**src/rtl/exec_writeback_unit.sv**
```systemverilog
// Execute/writeback stage: single-cycle ALU ops plus a bit-serial shifter.
// Optional shift-add multiplier (op 1000) is built when EXEC_MUL_EN is defined.
module exec_writeback_unit #(
  parameter int WIDTH   = 16,
  parameter int RADDR_W = 3,
  parameter int SHAMT_W = 4
) (
  input  logic               clk,
  input  logic               rst,
  input  logic               in_valid,
  output logic               in_ready,
  input  logic [3:0]         op,
  input  logic [WIDTH-1:0]   src1_dat,
  input  logic [WIDTH-1:0]   src2_dat,
  input  logic [RADDR_W-1:0] dst,
  output logic [RADDR_W-1:0] tgt,
  output logic [WIDTH-1:0]   tgt_dat,
  output logic               wb_valid,
  output logic               busy
);
  localparam int CNT_W = $clog2(WIDTH + 1);

`ifdef EXEC_MUL_EN
  typedef enum logic [1:0] {IDLE, SHIFT, WB, MUL} state_e;
`else
  typedef enum logic [1:0] {IDLE, SHIFT, WB} state_e;
`endif

  state_e             state_q, state_d;
  logic [CNT_W-1:0]   cnt_q, cnt_d;
  logic [WIDTH-1:0]   opa_q, opa_d;
  logic [1:0]         kind_q, kind_d;
  logic [RADDR_W-1:0] dst_q, dst_d;
  logic [RADDR_W-1:0] tgt_q, tgt_d;
  logic [WIDTH-1:0]   tgt_dat_q, tgt_dat_d;
  logic               wb_valid_q, wb_valid_d;
`ifdef EXEC_MUL_EN
  logic [WIDTH-1:0]   opb_q, opb_d;
  logic [WIDTH-1:0]   acc_q, acc_d, acc_nxt;
`endif

  logic [WIDTH-1:0]   alu_res, sh_nxt;
  logic [SHAMT_W-1:0] shamt;
  logic               is_shift;

  assign shamt    = src2_dat[SHAMT_W-1:0];
  assign is_shift = (op == 4'b0101) || (op == 4'b0110) || (op == 4'b0111);

  // Reserved ops fall through to ADD; a zero-amount shift passes src1 through.
  always_comb begin
    alu_res = src1_dat + src2_dat;
    case (op)
      4'b0001: alu_res = src1_dat - src2_dat;
      4'b0010: alu_res = src1_dat & src2_dat;
      4'b0011: alu_res = src1_dat | src2_dat;
      4'b0100: alu_res = src1_dat ^ src2_dat;
      4'b0101, 4'b0110, 4'b0111: alu_res = src1_dat;
      default: alu_res = src1_dat + src2_dat;
    endcase
  end

  always_comb begin
    case (kind_q)
      2'b01:   sh_nxt = {opa_q[WIDTH-2:0], 1'b0};
      2'b10:   sh_nxt = {1'b0, opa_q[WIDTH-1:1]};
      default: sh_nxt = {opa_q[WIDTH-1], opa_q[WIDTH-1:1]};
    endcase
  end

`ifdef EXEC_MUL_EN
  assign acc_nxt = acc_q + (opb_q[0] ? opa_q : '0);
`endif

  always_comb begin
    state_d    = state_q;
    cnt_d      = cnt_q;
    opa_d      = opa_q;
    kind_d     = kind_q;
    dst_d      = dst_q;
    tgt_d      = '0;
    tgt_dat_d  = '0;
    wb_valid_d = 1'b0;
`ifdef EXEC_MUL_EN
    opb_d      = opb_q;
    acc_d      = acc_q;
`endif
    case (state_q)
      IDLE: begin
        if (in_valid) begin
          opa_d  = src1_dat;
          kind_d = op[1:0];
          dst_d  = dst;
          if (is_shift && (shamt != '0)) begin
            state_d = SHIFT;
            cnt_d   = CNT_W'(shamt);
`ifdef EXEC_MUL_EN
          end else if (op == 4'b1000) begin
            state_d = MUL;
            cnt_d   = CNT_W'(WIDTH);
            opb_d   = src2_dat;
            acc_d   = '0;
`endif
          end else begin
            // Reserved ops still pulse wb_valid but aim at the zero register.
            tgt_d      = op[3] ? '0 : dst;
            tgt_dat_d  = alu_res;
            wb_valid_d = 1'b1;
          end
        end
      end
      SHIFT: begin
        opa_d = sh_nxt;
        cnt_d = cnt_q - CNT_W'(1);
        if (cnt_q == CNT_W'(1)) begin
          state_d    = WB;
          tgt_d      = dst_q;
          tgt_dat_d  = sh_nxt;
          wb_valid_d = 1'b1;
        end
      end
`ifdef EXEC_MUL_EN
      MUL: begin
        acc_d = acc_nxt;
        opa_d = {opa_q[WIDTH-2:0], 1'b0};
        opb_d = {1'b0, opb_q[WIDTH-1:1]};
        cnt_d = cnt_q - CNT_W'(1);
        if (cnt_q == CNT_W'(1)) begin
          state_d    = WB;
          tgt_d      = dst_q;
          tgt_dat_d  = acc_nxt;
          wb_valid_d = 1'b1;
        end
      end
`endif
      WB:      state_d = IDLE;
      default: state_d = IDLE;
    endcase
  end

  always_ff @(posedge clk) begin
    if (rst) begin
      state_q    <= IDLE;
      cnt_q      <= '0;
      opa_q      <= '0;
      kind_q     <= '0;
      dst_q      <= '0;
      tgt_q      <= '0;
      tgt_dat_q  <= '0;
      wb_valid_q <= 1'b0;
`ifdef EXEC_MUL_EN
      opb_q      <= '0;
      acc_q      <= '0;
`endif
    end else begin
      state_q    <= state_d;
      cnt_q      <= cnt_d;
      opa_q      <= opa_d;
      kind_q     <= kind_d;
      dst_q      <= dst_d;
      tgt_q      <= tgt_d;
      tgt_dat_q  <= tgt_dat_d;
      wb_valid_q <= wb_valid_d;
`ifdef EXEC_MUL_EN
      opb_q      <= opb_d;
      acc_q      <= acc_d;
`endif
    end
  end

  assign in_ready = (state_q == IDLE);
  assign busy     = (state_q != IDLE);
  assign tgt      = tgt_q;
  assign tgt_dat  = tgt_dat_q;
  assign wb_valid = wb_valid_q;
endmodule

```
**config.mk**
```make
export PLATFORM = sky130hd
export DESIGN_NAME = exec_writeback_unit
export DESIGN_NICKNAME = d
export VERILOG_FILES = /design/src/rtl/exec_writeback_unit.sv
export SDC_FILE = /design/constraint.sdc
export NUM_CORES = 1
export LEC_CHECK = 0
export ABC_CLOCK_PERIOD_IN_PS = 4200
export CORE_MARGIN = 2
export CORE_UTILIZATION = 42
export CTS_CLUSTER_DIAMETER = 50
export DETAILED_ROUTE_END_ITERATION = 10
export PLACE_DENSITY_LB_ADDON = 0.2
export REMOVE_ABC_BUFFERS = 1
export SETUP_SLACK_MARGIN = 0.1
export SYNTH_ARGS = -nofsm -noshare
export SYNTH_HDL_FRONTEND = slang
export SYNTH_SLANG_ARGS = --single-unit
```
**constraint.sdc**
```tcl
create_clock -name clk -period 4.2 [get_ports clk]
set_clock_uncertainty 0.05 [all_clocks]
set_input_delay 0.63 -clock clk [delete_from_list [all_inputs] [get_ports clk]]
set_output_delay 0.63 -clock clk [all_outputs]
set_load 0.05 [all_outputs]
```
Word level (Yosys, flattened, before mapping). Index checks and enable logic that the tools add are counted.

Flip-flop bits (word level): 48. Input port bits: 42. Output and inout port bits: 22. Logic and storage cells: 64.

Add/sub/neg operators: 3. Equality and inequality tests: 14. Muxes and demuxes: 24. Bitwise operators: 3. Reduce and logical (&&, ||, !) cells: 12.

Operators with widths (number): 16-bit one-hot mux with 2 select lines (3); 16-bit one-hot mux with 5 select lines (1); 16-bit two-way mux (4); 16-bit adder (1); 16-bit bitwise AND (1); 4-bit by 3-bit == test with 1-bit output, second input constant (4); 16-bit OR (1); 16-bit subtractor (1); 16-bit bitwise XOR (1); 3-bit two-way mux (4); 5-bit two-way mux (2); 5-bit one-hot mux with 2 select lines (1); 4-bit by 2-bit == test with 1-bit output, second input constant (2); 2-bit two-way mux (3); 3-bit one-hot mux with 2 select lines (1); 3-bit AND reduction (2); 5-bit by 1-bit == test with 1-bit output, second input constant (1); 5-bit by 1-bit subtractor with 5-bit output, second input constant (1); 2-bit by 1-bit == test with 1-bit output, second input constant (2); 4-bit by 1-bit == test with 1-bit output, second input constant (1); 2-bit inequality test, second input constant (2); 2-bit one-hot mux with 2 select lines (1); 2-bit AND reduction (2); 2-bit nonzero test (2); 9 further kinds (12).

Depth between registers and ports, before layout.
Depth in word-level cells: 7. Mapped depth: 14. Depth with buffers taken out: 12.

Worst setup path after synthesis. No wires, ideal clock.

Path type: input-to-reg. Start point: input port op[3]. End point: register tgt_dat_q[13], in the netlist tgt_dat[13]. Setup time: 0.134 ns. Data arrival time: 3.056 ns. Required time: 4.016 ns. Path slack: 0.960 ns. Cell stages on the path: 13. Path buffers: 2. Cells stage by stage: buf_2 -> nor2_1 -> nand3b_1 -> clkbuf_1 -> o21ai_0 -> inv_1 -> ha_1 -> nor2b_1 -> o31a_1 -> o211ai_2 -> nand4b_1 -> a2111oi_0 -> nor4_1.

Word-level cells in the longest chain between the ends: 7. Elaborated cells between the ends (all ways): 15. Those cells by class: eq/ne (7); mux (4); reduce/logical (4).

RTL lines: start: declaration (RTL line 12) `input logic [3:0] op,`; branches (longest 4 deep; another with 16-bit one-hot mux with 5 select lines); 16-bit two-way mux (*) (RTL line 93) `if (is_shift && (shamt != '0)) begin`; 16-bit two-way mux (*) (RTL line 89) `if (in_valid) begin`; 16-bit one-hot mux with 2 select lines (*) (RTL line 87) `case (state_q)`; end signal: assignment (RTL line 161) `tgt_dat_q <= tgt_dat_d;`; end: declaration (RTL line 35) `logic [WIDTH-1:0] tgt_dat_q, tgt_dat_d;`.

Mark *: on every way between the ends. A chain may end at the register's enable or synchronous reset.

Worst setup path in the final report.
Start point: input port src2_dat[4]. End point: register tgt_dat_q[15], in the netlist tgt_dat[15].

Word-level cells in the longest chain between the ends: 5. Elaborated cells between the ends (all ways): 6. Those cells by class: add/sub (2); mux (4).

RTL lines: start: declaration (RTL line 14) `input logic [WIDTH-1:0] src2_dat,`; 16-bit adder / 16-bit subtractor (equally long branches) (RTL line 58, 53); 16-bit one-hot mux with 5 select lines (*) (RTL line 52) `case (op)`; 16-bit two-way mux (*) (RTL line 93); 16-bit two-way mux (*) (RTL line 89); 16-bit one-hot mux with 2 select lines (*) (RTL line 87).

Every way passes the cells marked *; elsewhere a longest branch is shown, timed or not.

==> summary.md <==
| Metric | Value |
|---|---|
| Run status | finished, final reports clean |
| Crit path cell chain | clkdlybuf4s50_1 -> nor4_4 -> nand4_1 -> o31ai_1 -> xnor2_1 -> ha_1 -> a21o_1 -> a211oi_1 -> nor3b_1 -> a31oi_1 -> xnor2_1 -> a21oi_1 |
| Sequential area share after synthesis | 23.1% |
| Register Area | 961 um2 |
| RePlAce Congestion | 0.937 |
| Period minus WS final | 3.67 ns |
| Clk sinks | 48 |
| GR Overflow Total | 0 |
| Final clock period utilization by the worst path | 87.4% |
| Fmax | 272 MHz |
| Synthesized flop and latch total | 48 |
| Clock transition at path regs | 0.12 ns |
| Mapped Area | 0.00416 mm2 |
| XOR/XNOR Fraction of Synth Area | 5.06% |
| FP Rows | 36 |
| Worst setup SP type | input pin |
| Post-CTS setup buffers | 0 |
| P_leak | 0.00204 uW |
| Synth Area in Compound Gates | 28.6% |
| # resized after CTS | 0 |
| Sum of negative setup slack | 0 ns |
| Vias | 4308 |
| PwrDens | 274 mW/mm2 |
| Setup CP Type | in2reg |
| Total track usage | 26.1% |
| Worst path most repeated cell | xnor2_1 |
| CTS tree | built |
| Arrival time worst endpoint | 3.85 ns |
| Initial core utilization | 42.9% |
| Global-route wire length before repair | 21300 um |
| Area contributors post-synth | dfxtp_1, ha_1, nor2_1 |
| CP peak stage delay | 0.56 ns |
| Multi-input logic area | 0.00294 mm2 |
| PortBufs | 63 |
| Worst Setup End Kind | register |
| Worst hold path type | reg2reg |
| Core Box Area | 0.00968 mm2 |
| Die area | 0.0107 mm2 |
| Crit path max fanout | 6 |
| Layout area overhead | 22.4% |
| Critical Path RT | 4.37 ns |
| Number of synthesized flops with an enable pin | 0 |
| Hold_buf cts | 0 |
| Die Wd | 103 um |
| Clock root buffer | clkbuf_8 |
| Endpoints failing setup | 0 |
| FF-to-FF Start | kind_q[0]$_SDFFE_PP0P_ |
| DRC | 0 |
| Clock Latency Late Sink | 0.32 ns |
| CP Launch Point | src2_dat[4] |
| Pre-CTS WS | 0.234 ns |
| Cell taking the most area after synthesis | dfxtp_1 |
| Top_reg_cell synth | dfxtp_1 |
| Largest net degree at the start of global routing | 32 |
| Final Max Tran Viols | 0 |
| Detailed Place HPWL | 10100 um |
| Largest family of logic cells by synthesized area | compound AO/OA/AOI/OAI gates |
| Post-Synthesis Cells | 532 |
| Layout cells sized above 1 | 6.23% |
| Yosys top cell area share | 23.1% |
| Post-route ant nets | 0 |
| Clock buffer depth | 2 |
| Simple-gate area share of the yosys netlist | 20.6% |
| DR vias/cell | 5.93 |
| Num CTS Buffers | 5 |
| Rel. slew slack | 33.0% |
| Routed len/inst | 18.4 um |
| Final nets | 688 |
| Synth cell types | 64 |
| Chip height | 103 um |
| Vias in the first global route | 4068 |
| VDD IR max | 0.000162 V |
| CP max stage cell | clkdlybuf4s50_1 |
| Unrepaired setup endpoints after global routing | false |
| Post-Synth Adder-Cell Area | 16.1% |
| Filler instances | 961 |
| Antenna violations before repair | 0 |
| Final worst slack | 0.527 ns |
| Mux cell area share after synthesis | 0.482% |
| Max Cap Viol | 0 |
| Avg Inst Size Synth | 7.81 um2 |
| Slew @ Worst Pin | 1.00 ns |
| Delay-heaviest family, CP | compound AO/OA/AOI/OAI gates |
| Async set-reset flop share out of synthesis | 0% |
| WP buf/inv | 1 |
| Hold Path Origin | dst_q[0]$_SDFFE_PP0P_ |
| Number of DRC markers in iteration 0 | 324 |
| IO Pins | 64 |
| Routed WL | 13400 um |
| First-pass DRT Iterations | 5 |
| ANT cells | 0 |
| H-tree depth | 2 |
| Yosys warns | 0 |
| Fin. Hold Viols | 0 |
Yosys cell counts, types with 7 or more instances:
master and instances:
nor2_1 63, ha_1 52, nand2_1 49, dfxtp_1 48, a21oi_1 40, inv_1 38
a22oi_1 24, xnor2_1 20, o21ai_0 17, clkbuf_1 16, a22o_1 11, nor3_1 11
a221oi_1 10, o211ai_1 10, buf_2 9, nand3_1 8, a211oi_1 7
registers in the layout, indices dropped and copies added (netlist names):
register  count
tgt           3
dst_q         3
state_q       2
kind_q        2
opa_q        16
cnt_q         5
tgt_dat      16
wb_valid      1
cell families (layout without fill, tap and decap cells):
logic type,count (synthesis),count (layout)
simple gates,172,172
xor+xnor,24,24
buf+inv,64,126
flops,48,48
mux,2,2
compound gates,169,169
fa+ha+maj,53,53
worst min-delay path, delay by kind of cell, from the launching register on:
family,cells,cell delay (ns)
AND/OR/NAND/NOR,1,0.05
flip-flops,1,0.33
AO/OA/AOI/OAI,1,0.05
report_power, final:
group          switching, uW  internal [uW]  leakage [uW]
clock                    181            180     0.0000548
sequential              18.0            485      0.000393
combinational            310            220       0.00159
total                    509            884       0.00204
through the flow:
| step | cells | hold WS (ns) | power [uW] | utilization (%) | instance area, um2 |
|---|---|---|---|---|---|
| 4_1_cts | 727 | 0.420 | 1400 | 52.5 | 5090 |
| 6_report | 727 | 0.422 | 1390 | 52.5 | 5090 |
| 3_3_place_gp | 719 | 0.393 | 1030 | 51.3 | 4970 |
| 3_5_place_dp | 719 | 0.404 | 1040 | 51.3 | 4970 |
| 2_1_floorplan | 506 | 0.381 | 843 | - | 4050 |
| 5_1_grt | 727 | 0.445 | 1470 | 52.5 | 5090 |
cell type report:
type                            instances  share of cell area (%)
Clock buffer                            5                    1.35
Clock inverter                          3                   0.910
Inverter                               38                    2.80
Multi-Input combinational cell        420                    57.9
Sequential cell                        48                    18.9
Tap cell                              133                    3.27
Timing Repair Buffer                   80                    14.9
final timing paths:
| kind | end | slack (ns) | cells after the start |
|---|---|---|---|
| worst max register to register | tgt_dat[13]$_SDFF_PP0_ | 1.70 | 7 |
| worst max-delay path | tgt_dat[15]$_SDFF_PP0_ | 0.53 | 12 |
| worst min register to register | dst_q[0]$_SDFFE_PP0P_ | 0.42 | 2 |
| worst min-delay path | dst_q[0]$_SDFFE_PP0P_ | 0.42 | 2 |
cells in the final DEF, fill, tap and decap left out, types with 11 or more instances in the layout:
cell / n
a22o_1: 11
inv_1: 38
ha_1: 52
buf_4: 17
nor3_1: 11
a21oi_1: 40
clkdlybuf4s50_1: 63
xnor2_1: 20
nor2_1: 63
nand2_1: 49
dfxtp_1: 48
a22oi_1: 24
o21ai_0: 17
metal layers:
metal	part of all wire [%]	up-vias	global-route usage, %
li1	-	2057	-
met1	43	2057	33.8
met2	48	168	44.2
met3	6.2	26	3.63
met4	2.9	0	9.62
met5	0	-	0
Power figures use the tool's default switching activity.
